--- src/rtl/mrf_pkg.sv ---
// mrf_pkg - shared types and sizing helpers for the mRF feeder slice.
//
// Contents:
//   mrf_feeder_state_t : feeder sequencer states
//   MRF_WORDWIDTH / MRF_NUM1 / MRF_CHANNEL : default geometry
//   mrf_total()        : words per frame (CHANNEL*NUM1)
//   mrf_cw()           : width of the sequence index for a given frame size
package mrf_pkg;

    typedef enum logic [1:0] {
        IDLE   = 2'd0,
        CLEAR  = 2'd1,
        STREAM = 2'd2,
        DONE   = 2'd3
    } mrf_feeder_state_t;

    localparam int MRF_WORDWIDTH = 32;
    localparam int MRF_NUM1      = 5;
    localparam int MRF_CHANNEL   = 6;

    function automatic int mrf_total(input int channel, input int num1);
        return channel * num1;
    endfunction

    // A one-entry frame would give $clog2()==0; keep at least one bit.
    function automatic int mrf_cw(input int total);
        return (total <= 2) ? 1 : $clog2(total);
    endfunction

endpackage

--- src/rtl/mrf_feeder_if.sv ---
// mrf_feeder_if - valid/ready word stream between the weight/activation
// buffer and the mRF feeder.
//
// Signals:
//   in_valid  : source has a word
//   in_data   : the word (WORDWIDTH bits)
//   in_ready  : feeder accepts the word this cycle
// Modports:
//   master : the upstream buffer (drives valid/data)
//   slave  : the feeder (drives ready)
interface mrf_feeder_if
    import mrf_pkg::*;
#(
    parameter int WORDWIDTH = MRF_WORDWIDTH
);

    logic                 in_valid;
    logic [WORDWIDTH-1:0] in_data;
    logic                 in_ready;

    modport master (output in_valid, output in_data, input in_ready);
    modport slave  (input in_valid, input in_data, output in_ready);

endinterface

--- src/rtl/mrf_word_counter.sv ---
// mrf_word_counter - sequence index for the register-file write port.
//
// Ports:
//   clk        : clock, rising edge
//   rst        : synchronous active-high reset
//   i_clr      : synchronous clear to 0
//   i_inc      : advance by one (ignored once the last index is reached)
//   o_count    : current index
//   o_terminal : index equals TOTAL-1
module mrf_word_counter
    import mrf_pkg::*;
#(
    parameter int TOTAL = 30,
    parameter int CW    = mrf_cw(TOTAL)
) (
    input  logic          clk,
    input  logic          rst,
    input  logic          i_clr,
    input  logic          i_inc,
    output logic [CW-1:0] o_count,
    output logic          o_terminal
);

    localparam logic [CW-1:0] LP_LAST = CW'(TOTAL - 1);

    logic [CW-1:0] r_count;
    logic          w_terminal;

    assign w_terminal = (r_count == LP_LAST);

    // Saturates at the last index so the register file never sees a wrap.
    always_ff @(posedge clk) begin
        if (rst || i_clr) begin
            r_count <= '0;
        end else if (i_inc && !w_terminal) begin
            r_count <= r_count + 1'b1;
        end
    end

    assign o_count    = r_count;
    assign o_terminal = w_terminal;

endmodule

--- src/rtl/mrf_feeder.sv ---
// mrf_feeder - drives the count/reg_data write port of the mRF register-file
// slices from a valid/ready word stream. Each frame is one clear cycle
// (count=0, reg_data=0) followed by TOTAL-1 words on count=1..TOTAL-1.
//
// Ports:
//   clk      : clock, rising edge
//   rst      : synchronous active-high reset
//   start    : begin a frame (only looked at in IDLE)
//   abort    : drop the current frame (only with MRF_FEEDER_ABORT_EN)
//   s_in     : upstream word stream (slave side)
//   count    : register-file sequence index, registered
//   reg_data : register-file write data, registered
//   busy     : high in CLEAR and STREAM
//   done     : one-cycle pulse at frame end
//
// Build option: define MRF_FEEDER_ABORT_EN to add the abort input.
//
//   state  | meaning
//   IDLE   | outputs hold, waiting for start
//   CLEAR  | one cycle: count and reg_data forced to 0
//   STREAM | in_ready high, each accepted word advances count
//   DONE   | one cycle: done pulse, then back to IDLE
module mrf_feeder
    import mrf_pkg::*;
#(
    parameter  int WORDWIDTH = MRF_WORDWIDTH,
    parameter  int NUM1      = MRF_NUM1,
    parameter  int CHANNEL   = MRF_CHANNEL,
    localparam int TOTAL     = mrf_total(CHANNEL, NUM1),
    localparam int CW        = mrf_cw(TOTAL)
) (
    input  logic                 clk,
    input  logic                 rst,
    input  logic                 start,
`ifdef MRF_FEEDER_ABORT_EN
    input  logic                 abort,
`endif
    mrf_feeder_if.slave          s_in,
    output logic [CW-1:0]        count,
    output logic [WORDWIDTH-1:0] reg_data,
    output logic                 busy,
    output logic                 done
);

    localparam logic [CW-1:0] LP_PENULT = CW'(TOTAL - 2);

    mrf_feeder_state_t    r_state;
    logic [WORDWIDTH-1:0] r_reg_data;
    logic                 r_busy;
    logic                 r_done;

    logic          w_abort;
    logic          w_active;
    logic          w_ready;
    logic          w_hs;
    logic          w_last;
    logic          w_clr;
    logic [CW-1:0] w_count;
    logic          w_terminal;

`ifdef MRF_FEEDER_ABORT_EN
    assign w_abort = abort;
`else
    assign w_abort = 1'b0;
`endif

    assign w_active = (r_state == CLEAR) || (r_state == STREAM);

    // Abort wins over a simultaneous word, so ready is withdrawn while it is up.
    assign w_ready = (r_state == STREAM) && !w_abort;
    assign w_hs    = s_in.in_valid && w_ready;

    // The handshake that loads TOTAL-1 is the last word of the frame.
    assign w_last = (w_count == LP_PENULT);

    assign w_clr = (r_state == CLEAR) || (w_abort && w_active);

    mrf_word_counter #(
        .TOTAL (TOTAL),
        .CW    (CW)
    ) u_word_counter (
        .clk        (clk),
        .rst        (rst),
        .i_clr      (w_clr),
        .i_inc      (w_hs && !w_terminal),
        .o_count    (w_count),
        .o_terminal (w_terminal)
    );

    always_ff @(posedge clk) begin
        if (rst) begin
            r_state    <= IDLE;
            r_reg_data <= '0;
            r_busy     <= 1'b0;
            r_done     <= 1'b0;
        end else begin
            r_done <= 1'b0;
            case (r_state)
                IDLE: begin
                    if (start) begin
                        r_state <= CLEAR;
                        r_busy  <= 1'b1;
                    end
                end
                CLEAR: begin
                    r_reg_data <= '0;
                    if (w_abort) begin
                        r_state <= IDLE;
                        r_busy  <= 1'b0;
                    end else begin
                        r_state <= STREAM;
                    end
                end
                STREAM: begin
                    if (w_abort) begin
                        r_state    <= IDLE;
                        r_reg_data <= '0;
                        r_busy     <= 1'b0;
                    end else if (w_hs) begin
                        r_reg_data <= s_in.in_data;
                        if (w_last) begin
                            r_state <= DONE;
                            r_busy  <= 1'b0;
                            r_done  <= 1'b1;
                        end
                    end
                end
                DONE: begin
                    r_state <= IDLE;
                end
                default: begin
                    r_state <= IDLE;
                end
            endcase
        end
    end

    assign s_in.in_ready = w_ready;
    assign count         = w_count;
    assign reg_data      = r_reg_data;
    assign busy          = r_busy;
    assign done          = r_done;

endmodule

--- src/flat_wrapper.sv ---
// flat-port wrapper written by rule: the top's interface ports become plain ports
module mrf_feeder_flat import mrf_pkg::*;
#(
    parameter  int WORDWIDTH = MRF_WORDWIDTH,
    parameter  int NUM1      = MRF_NUM1,
    parameter  int CHANNEL   = MRF_CHANNEL,
    localparam int TOTAL     = mrf_total(CHANNEL, NUM1),
    localparam int CW        = mrf_cw(TOTAL)
)
  (clk, rst, start, count, reg_data, busy, done, s_in_in_valid, s_in_in_data, s_in_in_ready);
  mrf_feeder_if #(.WORDWIDTH(WORDWIDTH)) s_in_i ();
  input  logic clk;
  input  logic rst;
  input  logic start;
  output logic [CW-1:0] count;
  output logic [WORDWIDTH-1:0] reg_data;
  output logic busy;
  output logic done;
  input wire logic [$bits(s_in_i.in_valid)-1:0] s_in_in_valid;
  input wire logic [$bits(s_in_i.in_data)-1:0] s_in_in_data;
  output wire logic [$bits(s_in_i.in_ready)-1:0] s_in_in_ready;
  assign s_in_i.in_valid = s_in_in_valid;
  assign s_in_i.in_data = s_in_in_data;
  assign s_in_in_ready = s_in_i.in_ready;
  mrf_feeder #(.WORDWIDTH(WORDWIDTH), .NUM1(NUM1), .CHANNEL(CHANNEL)) u_core (.clk(clk), .rst(rst), .start(start), .s_in(s_in_i), .count(count), .reg_data(reg_data), .busy(busy), .done(done));
endmodule
--- config.mk ---
export PLATFORM = sky130hd
export DESIGN_NAME = mrf_feeder_flat
export DESIGN_NICKNAME = d
export VERILOG_FILES = /design/src/rtl/mrf_pkg.sv /design/src/rtl/mrf_feeder_if.sv /design/src/rtl/mrf_word_counter.sv /design/src/rtl/mrf_feeder.sv /design/src/flat_wrapper.sv
export SDC_FILE = /design/constraint.sdc
export NUM_CORES = 1
export LEC_CHECK = 0
export CORE_MARGIN = 2
export CORE_UTILIZATION = 35
export DETAILED_ROUTE_END_ITERATION = 12
export PLACE_DENSITY = 0.72
export SLEW_MARGIN = 20
export SYNTH_ARGS = -nofsm -noshare
export SYNTH_HDL_FRONTEND = slang
export SYNTH_SLANG_ARGS = --single-unit
--- constraint.sdc ---
create_clock -name clk -period 1.5 [get_ports clk]
set_input_delay 0.225 -clock clk [delete_from_list [all_inputs] [get_ports clk]]
set_output_delay 0.225 -clock clk [all_outputs]
set_load 0.01 [all_outputs]
==> out/metrics.yaml <==
outcome: "finished clean"
regToRegStartpoint: "u_core.r_state[0]"
die_width_um: 68.9
crit_type: "flip-flop to flip-flop"
gr-total-overflow: 0
min-delay-start: "u_core.reg_data[21]"
critPathArrivalTime_ns: 1.71
drt_iter0_drc: 49
cap_violations: 0
peakVddDrop_mv: 0.671
htree_levels: 2
final_cells: 262
start_kind: "flip-flop"
drtAntennaViolNets: 0
final_core_util_pct: 63.1
hold_path_class: "flip-flop to flip-flop"
crit_path_end_kind: "flip-flop"
antenna_found_initial: 0
clock_latency_ns: 0.29
n_antenna_cell: 0
ys_warn_count: 0
fin_nets: 253
drc: 0
vias: 1301
ys_ff_latch: 41
place.gp.congestion: 0.823
grt_start_max_net_pins: 28
crit_start: "u_core.r_state[0]"
synth_top_area_share_pct: 55.7
initial_core_util_pct: 36.6
synth_common_cells: "41 x dfxtp_1, 32 x a22o_1, 6 x ha_1"
top_usage_layer: "met2"
num_io_pins: 76
use_met3_pct: 5.68
grt_pass1_vias: 1160
cpLargestDelayFamily: "compound AO/OA/AOI/OAI gates"
clock_skew_ns: 0.00549
finalSetupViolations: 0
drive_above_1_share_pct: 14.2
areaGrowthSynthToFinish_pct: 72.5
cts_sinks: 41
post-dp-hpwl_mm: 2.68
gr-usage-met1_pct: 18.9
fillers: 320
die_h_um: 68.9
synth_cells: 126
fin_tns_setup_ns: 0
synthesis.nets: 168
design.die.area_sq_um: 4750
tightest_slew_ns: 0.236
power_density_nw_per_um2: 1250
core_sq_um: 4030
yosysMostFrequentCell: "dfxtp_1"
worst_path_max_delay_cell: "dfxtp_2"
rsz0062_at_grt: "true"
yosysUniqueCellTypes: 25
synth.avg_cell_area_sq_um: 11.7
grt_pass1_wl_mm: 5.43
synth_edf_count: 0
dp.cells: 251
crit_buf_inv: 3
synth_area_leaders: "dfxtp_1 56%, a22o_1 19%, ha_1 5.1%"
grt_usage_pct: 15.6
fmax_mhz: 678
cts_tree: "done"
yosysTopAreaCell: "dfxtp_1"
synth_flop_cell: "dfxtp_1"
final_hold_viol_count: 0
synth_seq_area_share_pct: 55.7
final_max_slew_viol_count: 0
required_ns: 1.74
clkTransAtPathRegs_ns: 0.08
num_rows: 23
period_needed_ns: 1.48
port_buffers: 75
crit_chain: "inv_2 -> ha_4 -> and2_4 -> a211oi_4 -> buf_12 -> clkbuf_16 -> a22o_1"
vias_per_cell: 4.97
p_leak_nw: 1.04
first_pass_iters: 4
netlist_area_sq_um: 1470
clockRootBuffer: "clkbuf_8"
max_stage_delay_ns: 0.34
synthArstFlopShare_pct: 0
wl_mm: 3.85
cts-buffers-inserted: 5
path_max_fanout: 13
finalCritPeriodShare_pct: 98.3
wl_per_cell_um: 14.7
maxSlewHeadroom_pct: 84.2
clock_path_buffers: 2
met2_usage_pct: 25.7
layout make-up:
class	instances	area, sq um	share of cell area [%]
Tap cell	50	62.6	2.46
Multi-Input combinational cell	74	601	23.6
Inverter	5	18.8	0.738
Clock buffer	5	68.8	2.71
Timing Repair Buffer	84	896	35.2
Clock inverter	3	68.8	2.71
Sequential cell	41	827	32.5
cells by family after synthesis:
kind of cell	after synthesis	share of synthesized area [%]
muxes	2	1.36
xor gates and xnor gates	3	1.78
AOI/OAI and AO/OA	39	22.8
buffers and inverters	11	4.58
and+or+nand+nor	24	8.74
adders and majority gates	6	5.09
DFF	41	55.7
report_power, final:
part	switching (mW)	total (mW)	internal, mW
Clock	0.378	1.05	0.670
Combinational	0.366	0.874	0.508
Sequential	0.0618	1.25	1.19
metrics by stage:
step | instance area (sq um) | hold slack [ns] | power, mW | setup slack, ns
finish | 2540 | 0.481 | 3.17 | 0.0250
global route | 2540 | 0.492 | 3.34 | -0.0335
CTS | 2460 | 0.482 | 3.07 | 0.0154
detailed placement | 2310 | 0.455 | 2.00 | -0.0672
global placement | 2310 | 0.454 | 1.98 | -0.0109
floorplan | 1470 | 0.294 | 1.66 | 0.0471
final timing paths:
check / to / slack [ns] / cells after the start
hold reg to reg: u_core.reg_data[21] / 0.48 / 1
setup / recovery: u_core.reg_data[3] / 0.02 / 7
hold / removal: u_core.reg_data[21] / 0.48 / 1
setup reg to reg: u_core.reg_data[3] / 0.02 / 7
cells in the final DEF, fill, tap and decap left out, types with 3 or more instances in the layout:
master	instances
a22o_1	32
buf_12	3
buf_4	4
clkbuf_8	5
clkdlybuf4s50_1	70
dfxtp_1	36
dfxtp_2	5
dlymetal6s2s_1	3
ha_1	5
inv_1	3
nand2b_1	4
nand3_1	3
nor2_1	5
xnor2_1	3
registers in the layout (all words and copies together) (netlist names):
signal / cells
u_core.u_word_counter.o_count: 5
u_core.reg_data: 32
u_core.busy: 1
u_core.r_state: 2
u_core.done: 1
layer usage:
metal	up-vias	share of wire, %	wire length, um
li1	630	-	-
met1	612	42	1630
met2	55	48	1850
met3	4	8.5	327
met4	0	0.94	36
met5	-	0	0
timing repair:
action / CTS / global route
buffers inserted: 0 / 1
pin swaps: 0 / 3
gates resized for setup: 8 / 6
setup endpoints to repair: 37 / 11
gates cloned: 0 / 2
hold buffers: 0 / 0
No activity file was read; power rests on OpenSTA's default activity.
